===== config.mk =====
export PLATFORM = sky130hd
export DESIGN_NAME = cook_sequencer
export DESIGN_NICKNAME = d
export VERILOG_FILES = /design/src/rtl/cook_pkg.sv /design/src/rtl/cook_sequencer_bcd_mmss_dec.sv /design/src/rtl/cook_sequencer.sv
export SDC_FILE = /design/constraint.sdc
export NUM_CORES = 1
export LEC_CHECK = 0
export ABC_AREA = 1
export BUFFER_PORTS_ARGS = -buffer_cell sky130_fd_sc_hd__buf_2
export CAP_MARGIN = 20
export CORE_UTILIZATION = 45
export DETAILED_ROUTE_END_ITERATION = 12
export PLACE_DENSITY = 0.76
export SETUP_SLACK_MARGIN = 0.4
export SYNTH_ARGS = -nofsm -noshare
export SYNTH_HDL_FRONTEND = slang
export SYNTH_HIERARCHICAL = 1
export SYNTH_SLANG_ARGS = --single-unit

===== constraint.sdc =====
create_clock -name clk -period 6.7 [get_ports clk]
set_input_delay 0.67 -clock clk [delete_from_list [all_inputs] [get_ports clk]]
set_output_delay 0.67 -clock clk [all_outputs]
set_load 0.005 [all_outputs]

===== src/rtl/cook_pkg.sv =====
`default_nettype none
// +----------------------------------------------------------------------------+
// | Module      : cook_pkg                                                     |
// | Description : Shared types and constants for the microwave cook sequencer. |
// |               COOK_RECIPE_EN adds the recipe-store configuration state.    |
// | Revision    : 1.0 - initial release                                        |
// +----------------------------------------------------------------------------+
package cook_pkg;

    localparam int KEY_START    = 10;
    localparam int KEY_CANCEL   = 11;
    localparam int c_num_digits = 10;
    localparam int c_num_slots  = 4;
    localparam int c_time_w     = 16;
    localparam logic [c_time_w-1:0] c_time_zero = '0;

    typedef enum logic [2:0] {
        S_IDLE     = 3'd0,
        S_ENTRY    = 3'd1,
        S_RUN      = 3'd2,
        S_PAUSE    = 3'd3,
        S_DONE     = 3'd4,
        S_CFG_WAIT = 3'd5,
        S_CFG_CLK  = 3'd6
`ifdef COOK_RECIPE_EN
        ,
        S_CFG_REC  = 3'd7
`endif
    } state_t;

    // Single winning key event per cycle after priority resolution.
    typedef enum logic [2:0] {
        EV_NONE   = 3'd0,
        EV_CANCEL = 3'd1,
        EV_START  = 3'd2,
        EV_CONF   = 3'd3,
        EV_REC    = 3'd4,
        EV_DIGIT  = 3'd5
    } event_t;

    // New digit enters at the minutes-tens position; the seconds-units digit falls off.
    function automatic logic [c_time_w-1:0] shift_digit(input logic [c_time_w-1:0] cur,
                                                         input logic [3:0]          digit);
        return {digit, cur[c_time_w-1:4]};
    endfunction

endpackage
`default_nettype wire


===== src/rtl/cook_sequencer_bcd_mmss_dec.sv =====
`default_nettype none
// +----------------------------------------------------------------------------+
// | Module      : bcd_mmss_dec                                                 |
// | Description : Combinational one-second decrement of a BCD MM:SS value.     |
// |               Seconds may hold up to 99; SS=00 borrows a minute -> SS=59.   |
// | Revision    : 1.0 - initial release                                        |
// +----------------------------------------------------------------------------+
module bcd_mmss_dec
    import cook_pkg::*;
(
    input  logic [c_time_w-1:0] i_mmss,
    output logic [c_time_w-1:0] o_dec,
    output logic                zero
);

    logic [3:0] w_d3, w_d2, w_d1, w_d0;

    assign {w_d3, w_d2, w_d1, w_d0} = i_mmss;

    // Borrow ripples from the lowest non-zero digit; 00:00 saturates.
    always_comb begin
        o_dec = i_mmss;
        if (i_mmss == c_time_zero)
            o_dec = c_time_zero;
        else if (w_d0 != 4'd0)
            o_dec = {w_d3, w_d2, w_d1, w_d0 - 4'd1};
        else if (w_d1 != 4'd0)
            o_dec = {w_d3, w_d2, w_d1 - 4'd1, 4'd9};
        else if (w_d2 != 4'd0)
            o_dec = {w_d3, w_d2 - 4'd1, 4'd5, 4'd9};
        else
            o_dec = {w_d3 - 4'd1, 4'd9, 4'd5, 4'd9};
    end

    assign zero = (o_dec == c_time_zero);

endmodule
`default_nettype wire


===== src/rtl/cook_sequencer.sv =====
`default_nettype none
// +----------------------------------------------------------------------------+
// | Module      : cook_sequencer                                               |
// | Description : Microwave cooking-cycle controller: time entry, countdown,   |
// |               pause/resume, done beep, clock set and (with the macro       |
// |               COOK_RECIPE_EN) four recipe preset slots.                    |
// | Revision    : 1.0 - initial release                                        |
// +----------------------------------------------------------------------------+
module cook_sequencer
    import cook_pkg::*;
#(
    parameter int BEEP_SEC = 3
) (
    input  logic                clk,
    input  logic                rst,
    input  logic                tick,
    input  logic [11:0]         t,
    input  logic                conf,
    input  logic [3:0]          r,
    input  logic                porta,
    output logic [c_time_w-1:0] disp_bcd,
    output logic                disp_cook,
    output logic                clk_set,
    output logic [c_time_w-1:0] clk_set_bcd,
    output logic                luz,
    output logic                motor,
    output logic                aquec,
    output logic                som
);

    localparam int c_beep_w = (BEEP_SEC < 2) ? 1 : $clog2(BEEP_SEC + 1);

    state_t                r_state, w_state_n;
    logic [c_time_w-1:0]   r_buf, w_buf_n;
    logic [11:0]           r_t_q;
    logic                  r_conf_q;
    logic [1:0]            r_cnt, w_cnt_n;
    logic [c_beep_w-1:0]   r_beep, w_beep_n;
    logic                  w_clk_set_n;
    logic [11:0]           w_t_press;
    logic                  w_conf_press;
    logic [3:0]            w_r_press;
    event_t                w_ev;
    logic [3:0]            w_ev_val;
    logic [c_time_w-1:0]   w_dec;
    logic                  w_dec_zero;
    logic [c_time_w-1:0]   w_slot_val;

    assign w_t_press    = t & ~r_t_q;
    assign w_conf_press = conf & ~r_conf_q;

`ifdef COOK_RECIPE_EN
    logic [3:0]            r_r_q;
    logic [1:0]            r_slot_idx, w_slot_idx_n;
    logic                  w_slot_we;
    logic [c_time_w-1:0]   r_slots [c_num_slots];

    assign w_r_press  = r & ~r_r_q;
    assign w_slot_val = r_slots[w_ev_val[1:0]];

    // Recipe slot storage and the r edge register, cleared by reset.
    always_ff @(posedge clk) begin
        if (rst) begin
            r_r_q      <= '0;
            r_slot_idx <= '0;
            for (int i = 0; i < c_num_slots; i++)
                r_slots[i] <= c_time_zero;
        end else begin
            r_r_q      <= r;
            r_slot_idx <= w_slot_idx_n;
            if (w_slot_we)
                r_slots[r_slot_idx] <= w_buf_n;
        end
    end
`else
    logic w_unused_r;

    assign w_unused_r = ^r;
    assign w_r_press  = '0;
    assign w_slot_val = c_time_zero;
`endif

    bcd_mmss_dec u_dec (
        .i_mmss (r_buf),
        .o_dec  (w_dec),
        .zero   (w_dec_zero)
    );

    // Resolve simultaneous presses: cancel > start > conf > lowest recipe > lowest digit.
    always_comb begin
        w_ev     = EV_NONE;
        w_ev_val = 4'd0;
        if (w_t_press[KEY_CANCEL])
            w_ev = EV_CANCEL;
        else if (w_t_press[KEY_START])
            w_ev = EV_START;
        else if (w_conf_press)
            w_ev = EV_CONF;
        else if (|w_r_press) begin
            w_ev = EV_REC;
            for (int k = c_num_slots - 1; k >= 0; k--)
                if (w_r_press[k]) w_ev_val = 4'(k);
        end else if (|w_t_press[c_num_digits-1:0]) begin
            w_ev = EV_DIGIT;
            for (int k = c_num_digits - 1; k >= 0; k--)
                if (w_t_press[k]) w_ev_val = 4'(k);
        end
    end

    // Next-state, time buffer, beep and configuration bookkeeping.
    always_comb begin
        w_state_n   = r_state;
        w_buf_n     = r_buf;
        w_cnt_n     = r_cnt;
        w_beep_n    = r_beep;
        w_clk_set_n = 1'b0;
`ifdef COOK_RECIPE_EN
        w_slot_idx_n = r_slot_idx;
        w_slot_we    = 1'b0;
`endif
        case (r_state)
            S_IDLE: begin
                if (w_ev == EV_DIGIT) begin
                    w_buf_n   = shift_digit(c_time_zero, w_ev_val);
                    w_state_n = S_ENTRY;
                end else if (w_ev == EV_REC) begin
                    w_buf_n   = w_slot_val;
                    w_state_n = S_ENTRY;
                end else if (w_ev == EV_CONF)
                    w_state_n = S_CFG_WAIT;
            end
            S_ENTRY: begin
                if (w_ev == EV_DIGIT)
                    w_buf_n = shift_digit(r_buf, w_ev_val);
                else if (w_ev == EV_REC)
                    w_buf_n = w_slot_val;
                else if (w_ev == EV_START) begin
                    if (r_buf != c_time_zero && !porta)
                        w_state_n = S_RUN;
                end else if (w_ev == EV_CANCEL) begin
                    w_buf_n   = c_time_zero;
                    w_state_n = S_IDLE;
                end
            end
            S_RUN: begin
                // Door or cancel wins over a coincident tick: the time is held.
                if (porta || w_ev == EV_CANCEL)
                    w_state_n = S_PAUSE;
                else if (tick) begin
                    w_buf_n = w_dec;
                    if (w_dec_zero) begin
                        w_state_n = S_DONE;
                        w_beep_n  = c_beep_w'(BEEP_SEC);
                    end
                end
            end
            S_PAUSE: begin
                if (w_ev == EV_START && !porta)
                    w_state_n = S_RUN;
                else if (w_ev == EV_CANCEL) begin
                    w_buf_n   = c_time_zero;
                    w_state_n = S_IDLE;
                end
            end
            S_DONE: begin
                if (w_ev != EV_NONE)
                    w_state_n = S_IDLE;
                else if (tick) begin
                    w_beep_n = r_beep - c_beep_w'(1);
                    if (r_beep <= c_beep_w'(1))
                        w_state_n = S_IDLE;
                end
            end
            S_CFG_WAIT: begin
`ifdef COOK_RECIPE_EN
                if (w_ev == EV_REC) begin
                    w_slot_idx_n = w_ev_val[1:0];
                    w_buf_n      = c_time_zero;
                    w_cnt_n      = 2'd0;
                    w_state_n    = S_CFG_REC;
                end else
`endif
                if (w_ev == EV_DIGIT) begin
                    w_buf_n   = shift_digit(c_time_zero, w_ev_val);
                    w_cnt_n   = 2'd1;
                    w_state_n = S_CFG_CLK;
                end else if (w_ev == EV_CANCEL)
                    w_state_n = S_IDLE;
            end
            S_CFG_CLK: begin
                if (w_ev == EV_DIGIT) begin
                    w_buf_n = shift_digit(r_buf, w_ev_val);
                    w_cnt_n = r_cnt + 2'd1;
                    if (r_cnt == 2'd3) begin
                        w_clk_set_n = 1'b1;
                        w_state_n   = S_IDLE;
                    end
                end else if (w_ev == EV_CANCEL)
                    w_state_n = S_IDLE;
            end
`ifdef COOK_RECIPE_EN
            S_CFG_REC: begin
                if (w_ev == EV_DIGIT) begin
                    w_buf_n = shift_digit(r_buf, w_ev_val);
                    w_cnt_n = r_cnt + 2'd1;
                    if (r_cnt == 2'd3) begin
                        w_slot_we = 1'b1;
                        w_state_n = S_IDLE;
                    end
                end else if (w_ev == EV_CANCEL)
                    w_state_n = S_IDLE;
            end
`endif
            default: w_state_n = S_IDLE;
        endcase
    end

    // State, edge registers and outputs decoded from the next state so they are registered.
    always_ff @(posedge clk) begin
        if (rst) begin
            r_state     <= S_IDLE;
            r_buf       <= c_time_zero;
            r_t_q       <= '0;
            r_conf_q    <= 1'b0;
            r_cnt       <= 2'd0;
            r_beep      <= '0;
            disp_cook   <= 1'b0;
            clk_set     <= 1'b0;
            clk_set_bcd <= c_time_zero;
            luz         <= 1'b0;
            motor       <= 1'b0;
            aquec       <= 1'b0;
            som         <= 1'b0;
        end else begin
            r_state     <= w_state_n;
            r_buf       <= w_buf_n;
            r_t_q       <= t;
            r_conf_q    <= conf;
            r_cnt       <= w_cnt_n;
            r_beep      <= w_beep_n;
            disp_cook   <= (w_state_n != S_IDLE);
            clk_set     <= w_clk_set_n;
            if (w_clk_set_n)
                clk_set_bcd <= w_buf_n;
            luz         <= (w_state_n == S_RUN) || porta;
            motor       <= (w_state_n == S_RUN);
            aquec       <= (w_state_n == S_RUN);
            som         <= (w_state_n == S_DONE);
        end
    end

    assign disp_bcd = r_buf;

endmodule
`default_nettype wire

==> results of run 1 <==
==> per-layer routing <==
layer  global-route usage [%]  up-vias  routed length, um
li1                         -     1865                  -
met1                     29.6     1589               4300
met2                     33.8      103               3870
met3                     3.53       15                447
met4                     8.08        0                164
met5                        0        -                  0
==> layout by cell type, fill, tap and decap left out, types with 3 or more instances in the layout <==
cell type,instances
buf_2,54
dfxtp_1,57
ha_1,6
a21oi_1,18
nand3_1,38
inv_2,9
nand2_1,141
a21oi_2,8
nor2_2,7
clkbuf_8,11
inv_1,113
nand2_4,5
o21ai_0,17
clkbuf_1,3
nor2_4,4
nor3_1,7
nand2_2,7
o21a_1,8
o21ai_1,7
nand4_1,5
o211ai_1,11
nor2_8,3
nor2_1,63
nand3_2,3
==> flip-flops by register name (all words and copies together) (netlist names) <==
name	count
som	1
clk_set	1
disp_bcd	16
aquec	1
r_t_q	12
r_state	3
r_conf_q	1
r_beep	2
r_cnt	2
luz	1
disp_cook	1
clk_set_bcd	16
==> power by group <==
| group | leakage, nW | switching (W) | internal (W) |
|---|---|---|---|
| clock | 0.0867 | 0.000134 | 0.000154 |
| sequential | 0.464 | 0.0000102 | 0.000349 |
| combinational | 1.70 | 0.000110 | 0.0000519 |
==> critical path, stage by stage, from the launching register on <==
cell,delay [ns]
dfxtp_1,0.36
inv_1,0.14
ha_1,0.21
nand2_4,0.15
nor2_8,0.22
nand2_4,0.11
nand2_1,0.10
nand3_1,0.10
nor2_1,0.09
nand3_1,0.07
nor2_1,0.18
nand2_1,0.08
nand2_1,0.06
a21oi_1,0.08
nor2_1,0.10
nand2_1,0.05
nand3b_1,0.19
inv_1,0.08
nand2_1,0.06
nand2_1,0.07
nand2_1,0.06
==> through the flow <==
stage	cells	setup slack (ns)	utilization, %	area [sq um]	power, W
floorplan	574	4.40	-	3710	0.000492
global placement	715	4.08	50.8	3990	0.000522
detailed placement	715	4.02	50.8	3990	0.000526
CTS	731	4.04	53.0	4160	0.000813
global route	731	3.60	53.0	4160	0.000853
finish	731	4.01	53.0	4160	0.000810
==> cell families (layout without fill, tap and decap cells) <==
family,Yosys count,count (layout),share of synthesized area (%)
simple gates,290,290,37.2
fa+ha+maj,6,6,2.02
buf+inv,141,196,16.3
xor+xnor,1,1,0.236
flops,57,57,30.7
compound gates,79,79,13.4
==> cell type report <==
class                           instances  area share (%)
Clock buffer                           14            3.91
Clock inverter                          2           0.301
Inverter                              126            11.5
Multi-Input combinational cell        376            47.2
Sequential cell                        57            27.4
Tap cell                              102            3.07
Timing Repair Buffer                   54            6.50
==> how the worst min path moves through the flow <==
stage / end / slack, ns / depth (start not counted)
after global routing: r_cnt[1]$_SDFFE_PP0P_ / 0.50 / 2
after global placement: r_cnt[1]$_SDFFE_PP0P_ / 0.45 / 2
after CTS: r_cnt[1]$_SDFFE_PP0P_ / 0.47 / 2
after floorplan: r_cnt[1]$_SDFFE_PP0P_ / 0.44 / 2
final: r_cnt[1]$_SDFFE_PP0P_ / 0.47 / 2
after detailed placement: r_cnt[1]$_SDFFE_PP0P_ / 0.46 / 2
==> impl_metrics.ini, run 1 <==
[global_route]
grt_max_degree = 34
grt_use_total_pct = 21.6
grt_pass1_vias = 3243
overflow = 0
antenna_found_initial = 0
grt_pass1_wl_um = 14800

[critical_path]
worstSetupEndpoint = disp_cook$_SDFF_PP0_
crit_type = reg2reg
startpoint_type = flip-flop
cp_data_arrival_time_ns = 2.91
r2r_start = disp_bcd[0]$_SDFF_PP0_
worstPathMaxFanout = 13
rr_worst_depth = 20
crit_path_start = disp_bcd[0]$_SDFF_PP0_
r2r_slack_ns = 4.01
critPathRequiredTime_ns = 6.91
endpoint_kind = flip-flop
rr_endpoint = disp_cook$_SDFF_PP0_

[detailed_routing]
vias = 3572
post_drt_wl_per_cell_um = 12.0
wirelength_um = 8780
dr.first_iter.drc_count = 254
drc = 0
dr.pass1.iters = 6
ant_nets = 0
via_per_inst = 4.89

[floorplan]
die_area_sq_um = 8620
initial_utilization_pct = 47.3
rows = 32
die_h_um = 92.8
coreArea_sq_um = 7850
pin_count = 59
die_w_um = 92.8

[sta]
finalMaxSlewViolations = 0
min_period_ns = 2.69
finalSetupViolations = 0
worstMarginPinSlew_ns = 0.746
clock_skew_ns = 0.0123
timing.hold.ws_ns = 0.465
rsz0062_at_grt = no
setup_tns_ns = 0
max_freq_mhz = 372
hold_violations = 0
slew_headroom_pct = 50.2
period_share_pct = 40.2

[finish]
multi_input_area_sq_um = 1970
antenna_cells = 0
fill_cells = 816
layout-drive-gt1-share_pct = 19.4
regArea_sq_um = 1140
layout.nets = 651
area_delta_synth_final_pct = 12.0

[logic_synthesis]
synth_edf_count = 0
yosysSeqAreaShare_pct = 30.7
ys_ff_latch = 57
synthesis.area_sq_um = 3710
yosys.cell_count.top_type = nand2_1
synthTopCellsByArea = dfxtp_1 (31%), nand2_1 (14%), inv_1 (11%), nor2_1 (6.4%), nand3_1 (5.1%)
ys_top_cells_by_count = nand2_1 (141), inv_1 (113), nor2_1 (63)
ys.flop_type = dfxtp_1
ys_warn_count = 6
syn_area_per_cell_sq_um = 6.47
synth_cell_types = 42
syn-num-nets = 601
synthCells = 574
synth_top_area_share_pct = 30.7
ys_async_sr_fraction_pct = 0
synth_top_area_cell = dfxtp_1

[place]
gp_congestion = 0.892
post-dp-hpwl_um = 6760
port_buffers = 54

[clock_tree]
cts_inserted_buffers = 9
holdBufCountCts = 0
clkSinkCount = 57
cts_tree = yes
clk_path_buf_depth = 2
path_clk_slew_ns = 0.06
clk_latency_ns = 0.34
cts_setup_buffers = 0
cts_max_level = 3
root_buffer = clkbuf_8
ctsResizeCount = 0

[power_and_ir_drop]
power_leakage_nw = 2.25
p_per_area_nw_per_um2 = 195
ir_drop_mv = 0.161

[hold_path]
min_from = r_cnt[1]$_SDFFE_PP0P_
hp-class = reg2reg

[outcome]
status = complete, no violations

[flow_run]
cap_violations = 0
(Power assumes the default switching activity.)
==> inputs of run 2 (changes only) <==
- ABC_AREA: 1 -> 0
- PLACE_DENSITY: 0.76 -> 0.77
- clock period: 6.7 -> 2.7 ns (I/O delays scaled with it)
==> run 2 against run 1 <==
Against the previous run:
- the run now ends with negative setup slack left
- die area is 11% lower
- routed wire length is 1.2% lower
- core utilization is 6.6 points higher
==> impl_metrics.ini, run 2 <==
[floorplan]
pin_count = 59
die_area_sq_um = 7670
die_h_um = 87.6
initial_utilization_pct = 47.5
rows = 30
die_w_um = 87.6
coreArea_sq_um = 6940

[critical_path]
startpoint_type = flip-flop
worstPathCellList = inv_4 -> ha_4 -> nor3b_4 -> nand4_4 -> nor4_4 -> mux2_4 -> nor4b_4 -> nor3b_4 -> a21oi_1 -> a31oi_1 -> o311a_1 -> nor4b_2
cp_data_arrival_time_ns = 3.17
crit_type = reg2reg
endpoint_kind = flip-flop
slowest_delay_ns = 0.35
critPathRequiredTime_ns = 2.97
worstPathMaxFanout = 3
slowest_stage = dfxtp_4
worst_path_most_repeated_cell = nor3b_4

[finish]
stdcell_area_sq_um = 4140
area_delta_synth_final_pct = 25.5
most-common-layout-cells = nor2_1 (54), dfxtp_1 (54), buf_2 (54), buf_4 (33), a21oi_1 (25)
final_util_pct = 59.6
antenna_cells = 0
layout.nets = 475
fill_cells = 611
layout-drive-gt1-share_pct = 34.2

[clock_tree]
path_clk_slew_ns = 0.07
clkSinkCount = 57
cts_tree = yes
root_buffer = clkbuf_8
cts_inserted_buffers = 9
clk_path_buf_depth = 2
clk_latency_ns = 0.35
cts_max_level = 3

[detailed_routing]
ant_nets = 0
drc = 0
vias = 3195
post_drt_wl_per_cell_um = 15.8
dr.first_iter.drc_count = 358
via_per_inst = 5.82
dr.pass1.iters = 5
wirelength_um = 8670

[logic_synthesis]
synth_edf_count = 0
synthCells = 369
ys_async_sr_fraction_pct = 0
synth_top_area_cell = dfxtp_1
syn-num-nets = 396
synth_cell_types = 68
ys_ff_latch = 57
ys_top_cells_by_count = dfxtp_1 (57), nor2_1 (55), a21oi_1 (25)
ys_warn_count = 6
yosysSeqAreaShare_pct = 34.6
synthTopCellsByArea = dfxtp_1 (35%), nor2_1 (6.3%), a21oi_1 (3.8%), nor2b_1 (3.8%), a221oi_2 (2.7%)
syn_area_per_cell_sq_um = 8.93
ys.flop_type = dfxtp_1
synth_top_area_share_pct = 34.6
yosys.cell_count.top_type = dfxtp_1
synthesis.area_sq_um = 3300

[power_and_ir_drop]
power_leakage_nw = 1.79
power.share.clock_pct = 40.7
p_int_w = 0.00143
sw_frac_of_total_pct = 29.1
netSwitchingPower_w = 0.000587
ir_drop_mv = 0.302
power_frac_comb_pct = 15.6
seq_power_share_pct = 43.7
p_per_area_nw_per_um2 = 487

[global_route]
antenna_found_initial = 0
grt_pass1_vias = 2924
grt_max_degree = 41
overflow = 0
grt_pass1_wl_um = 13800
grt_use_total_pct = 23.2

[outcome]
status = complete, but fails checks
failed_checks = negative setup slack

[sta]
rsz0062_at_grt = yes
max_freq_mhz = 344
clock_skew_ns = 0.0120
min_period_ns = 2.90
fin_ws_ns = -0.204
period_share_pct = 108
finalMaxSlewViolations = 0
slew_headroom_pct = 58.4
finalSetupViolations = 6
worstMarginPinSlew_ns = 0.616
hold_violations = 0

[place]
post-dp-hpwl_um = 6060
port_buffers = 54
gp_congestion = 0.874
place_area_sq_um = 3820

[hold_path]
hp-class = in2reg

[flow_run]
cap_violations = 0
run 2: changes by cell type in the layout (fill, tap and decap cells not counted), moves of 10 or more:
| cell | delta |
|---|---|
| inv_1 | -103 |
| buf_4 | +33 |
| nor2b_1 | +20 |
| nand2_1 | -121 |
| nand2b_1 | +10 |
| o211ai_1 | -11 |
| nand3_1 | -35 |
run 2: layout make-up:
type                       count  area (sq um)  share of cell area (%)
clock inverter                 7          77.6                    1.88
sequential                    57          1150                    27.7
clock buffer                   9           124                    2.99
timing repair buffer          89           541                    13.1
inverter                      12          47.5                    1.15
tap                           96           120                    2.90
multi-input combinational    279          2080                    50.3
run 2: path summary, 6_finish.rpt:
path / startpoint / to / slack (ns) / cells past startpoint
worst max-delay path: disp_bcd[0]$_SDFF_PP0_ / som$_SDFF_PP0_ / -0.20 / 12
worst min-delay path: t[3] / r_t_q[3]$_SDFF_PP0_ / 0.14 / 2
worst max register to register: disp_bcd[0]$_SDFF_PP0_ / som$_SDFF_PP0_ / -0.20 / 12
worst min register to register: clk_set_bcd[6]$_SDFFE_PP0P_ / clk_set_bcd[6]$_SDFFE_PP0P_ / 0.48 / 2
run 2: metrics by stage:
step | hold slack [ns] | power [W] | instances | setup TNS [ns] | worst slack (ns)
6_report | 0.144 | 0.00202 | 549 | -0.736 | -0.204
5_1_grt | 0.150 | 0.00208 | 549 | -1.30 | -0.294
4_1_cts | 0.139 | 0.00201 | 549 | -0.451 | -0.152
3_5_place_dp | 0.471 | 0.00118 | 527 | -0.624 | -0.222
3_3_place_gp | 0.461 | 0.00117 | 527 | -0.152 | -0.0960
2_1_floorplan | 0.398 | 0.00111 | 369 | -0.219 | -0.118
run 2: routing by layer:
layer	vias up	track usage, %	share of wire, %	routed length, um
met5	-	0	0	0
met4	0	12.5	2.5	220
met3	29	4.62	7.3	635
met2	156	35.0	44	3850
met1	1481	31.1	46	3960
li1	1529	-	-	-
run 2: what timing repair did:
action | CTS | global route
endpoints found under the setup margin | 8 | 12
hold endpoints to repair | 0 | 0
resized for setup | 5 | 9
pin swaps | 6 | 9
setup buffers | 6 | 0
hold buffers | 0 | 0
run 2: kinds of logic (layout without fill, tap and decap cells):
family	count (synthesis)	in the layout	share of synthesized area, %
XOR/XNOR	2	2	0.531
AND/OR/NAND/NOR	169	169	32.1
buffers and inverters	33	117	4.74
adder cells (fa/ha/maj)	6	6	2.28
multiplexers	9	9	3.00
flip-flops	57	57	34.6
AO/OA/AOI/OAI	93	93	22.7
run 2: critical path, delay by kind of cell (launching register included):
family,cells,cell delay [ns]
AO/OA/AOI/OAI,3,0.56
adder cells (fa/ha/maj),1,0.12
buffers and inverters,1,0.06
flip-flops,1,0.35
multiplexers,1,0.35
AND/OR/NAND/NOR,6,1.38
run 2: power groups by stage:
stage / clock, W / sequential, W / combinational [W]
final: 0.000820 / 0.000882 / 0.000314
after detailed placement: 0 / 0.000899 / 0.000282
after CTS: 0.000832 / 0.000880 / 0.000299
after floorplan: 0 / 0.000894 / 0.000212
after global placement: 0 / 0.000899 / 0.000275
after global routing: 0.000863 / 0.000884 / 0.000338
==> inputs of run 3 (changes only) <==
- PLACE_DENSITY: 0.77 -> default
- PLACE_DENSITY_LB_ADDON: default -> 0.3
==> run 3 against run 2 <==
Against the previous run:
- the run still ends with negative setup slack left
- sequential cell count did not move
- clock power fell by 1%
- worst hold slack improved by 0.0054 ns
- core utilization fell by 0.68 points
- cell count fell by 0.36%
- non-clock buffer count fell by 2
- critical path depth did not move
- clock-buffer cell count rose by 2
- sequential power barely moved
- critical path type unchanged
- largest power group unchanged
==> impl_metrics.ini, run 3 (synthesis gave the netlist of run 2 again) <==
[power_and_ir_drop]
power_leakage_nw = 1.76
ir_drop_mv = 0.272
p_per_area_nw_per_um2 = 490

[place]
port_buffers = 54
place_area_sq_um = 3840
gp_congestion = 0.921
post-dp-hpwl_um = 6150
post-place-cells = 529

[sta]
period_share_pct = 107
finalMaxSlewViolations = 0
max_freq_mhz = 347
worstMarginPinSlew_ns = 0.681
timing.hold.ws_ns = 0.149
finalSetupViolations = 7
rsz0062_at_grt = yes
slew_headroom_pct = 54.6
min_period_ns = 2.88
clock_skew_ns = 0.0113
fin_ws_ns = -0.182
hold_violations = 0

[clock_tree]
holdBufCountCts = 0
path_clk_slew_ns = 0.07
clk_latency_ns = 0.35
clk_path_buf_depth = 2
cts_max_level = 3
cts_tree = yes
cts_inserted_buffers = 9
root_buffer = clkbuf_8
clkSinkCount = 57

[global_route]
grt_pass1_wl_um = 14000
grt_use_total_pct = 23.7
grt_use_met2_pct = 35.4
antenna_found_initial = 0
grt_pass1_vias = 2891
overflow = 0
grt_max_degree = 36
use_met3_pct = 5.56
busiest_layer = met2
grtUsageMet1_pct = 33.3

[detailed_routing]
ant_nets = 0
dr.first_iter.drc_count = 214
drc = 0
dr.pass1.iters = 6
via_per_inst = 5.63
vias = 3081
wirelength_um = 8590
post_drt_wl_per_cell_um = 15.7

[finish]
layout-drive-gt1-share_pct = 33.7
final_common_cell = nor2_1
layout.nets = 473
area_delta_synth_final_pct = 24.0
stdcell_count = 547
stdcell_area_sq_um = 4090
antenna_cells = 0
most-common-layout-cells = nor2_1 (55), buf_2 (54), dfxtp_1 (53), buf_4 (32), a21oi_1 (24)

[floorplan]
die_w_um = 87.6
initial_utilization_pct = 47.5
pin_count = 59
coreArea_sq_um = 6940
die_area_sq_um = 7670
rows = 30
die_h_um = 87.6

[critical_path]
r2r_start = disp_bcd[0]$_SDFF_PP0_
worstPathMaxFanout = 3
cp_data_arrival_time_ns = 3.14
rr_endpoint = som$_SDFF_PP0_
worstPathCellList = inv_4 -> ha_4 -> nor3b_4 -> nand3_2 -> nor2_1 -> mux2_2 -> nor4b_4 -> nor3b_2 -> a21oi_1 -> a31oi_1 -> o311a_1 -> nor4b_2
slowest_stage = mux2_2
r2r_slack_ns = -0.18
critPathRequiredTime_ns = 2.96
endpoint_kind = flip-flop
startpoint_type = flip-flop
crit_type = reg2reg
rr_worst_depth = 12
slowest_delay_ns = 0.38

[flow_run]
cap_violations = 0

[hold_path]
min_to = r_t_q[5]$_SDFF_PP0_
min_from = t[5]
hp-class = in2reg
whs_path_depth = 2

[outcome]
status = complete, but fails checks
failed_checks = negative setup slack
[run 3: through the flow]
step           setup WS [ns]  total power [W]  utilization, %  TNS, ns
5_1_grt               -0.353          0.00209            58.9    -1.65
2_1_floorplan         -0.118          0.00111               -   -0.219
3_5_place_dp          -0.221          0.00118            55.3   -0.634
4_1_cts               -0.171          0.00201            58.8   -0.541
3_3_place_gp          -0.117          0.00118            55.3   -0.216
6_report              -0.182          0.00200            58.9   -0.606
[run 3: timing repair]
action / CTS / global route
pin swaps: 3 / 1
buffers inserted: 2 / 0
resized for setup: 5 / 4
setup endpoints to repair: 8 / 16
[run 3: worst max path at each step]
stage / depth (start not counted) / start / to
after floorplan: 12 / disp_bcd[0]$_SDFF_PP0_ / som$_SDFF_PP0_
after global placement: 12 / disp_bcd[0]$_SDFF_PP0_ / som$_SDFF_PP0_
after detailed placement: 12 / disp_bcd[0]$_SDFF_PP0_ / som$_SDFF_PP0_
after CTS: 12 / disp_bcd[0]$_SDFF_PP0_ / som$_SDFF_PP0_
after global routing: 12 / disp_bcd[0]$_SDFF_PP0_ / som$_SDFF_PP0_
final: 12 / disp_bcd[0]$_SDFF_PP0_ / som$_SDFF_PP0_
[run 3: power breakdown]
group	switching (W)	leakage, nW	internal, W
registers	0.0000204	0.466	0.000861
clock network	0.000365	0.0953	0.000448
logic	0.000178	1.20	0.000131
total	0.000562	1.76	0.00144
[run 3: cell type report]
class	instances	area [sq um]
tap	96	120
clock buffer	11	141
multi-input combinational	279	2050
sequential	57	1150
fill	633	2860
inverter	12	47.5
clock inverter	5	55.1
timing repair buffer	87	522
[run 3: per-layer routing]
layer,wire length (um),share of wire [%]
met5,0,0
met4,136,1.6
met3,373,4.3
met2,3750,44
met1,4330,50
[run 3: critical path: cells and delay by family, from the launching register on]
kind | cells | cell delay, ns
multiplexers | 1 | 0.38
buffers and inverters | 1 | 0.06
flip-flops | 1 | 0.35
AND/OR/NAND/NOR | 6 | 1.33
AO/OA/AOI/OAI | 3 | 0.54
adder cells (fa/ha/maj) | 1 | 0.12
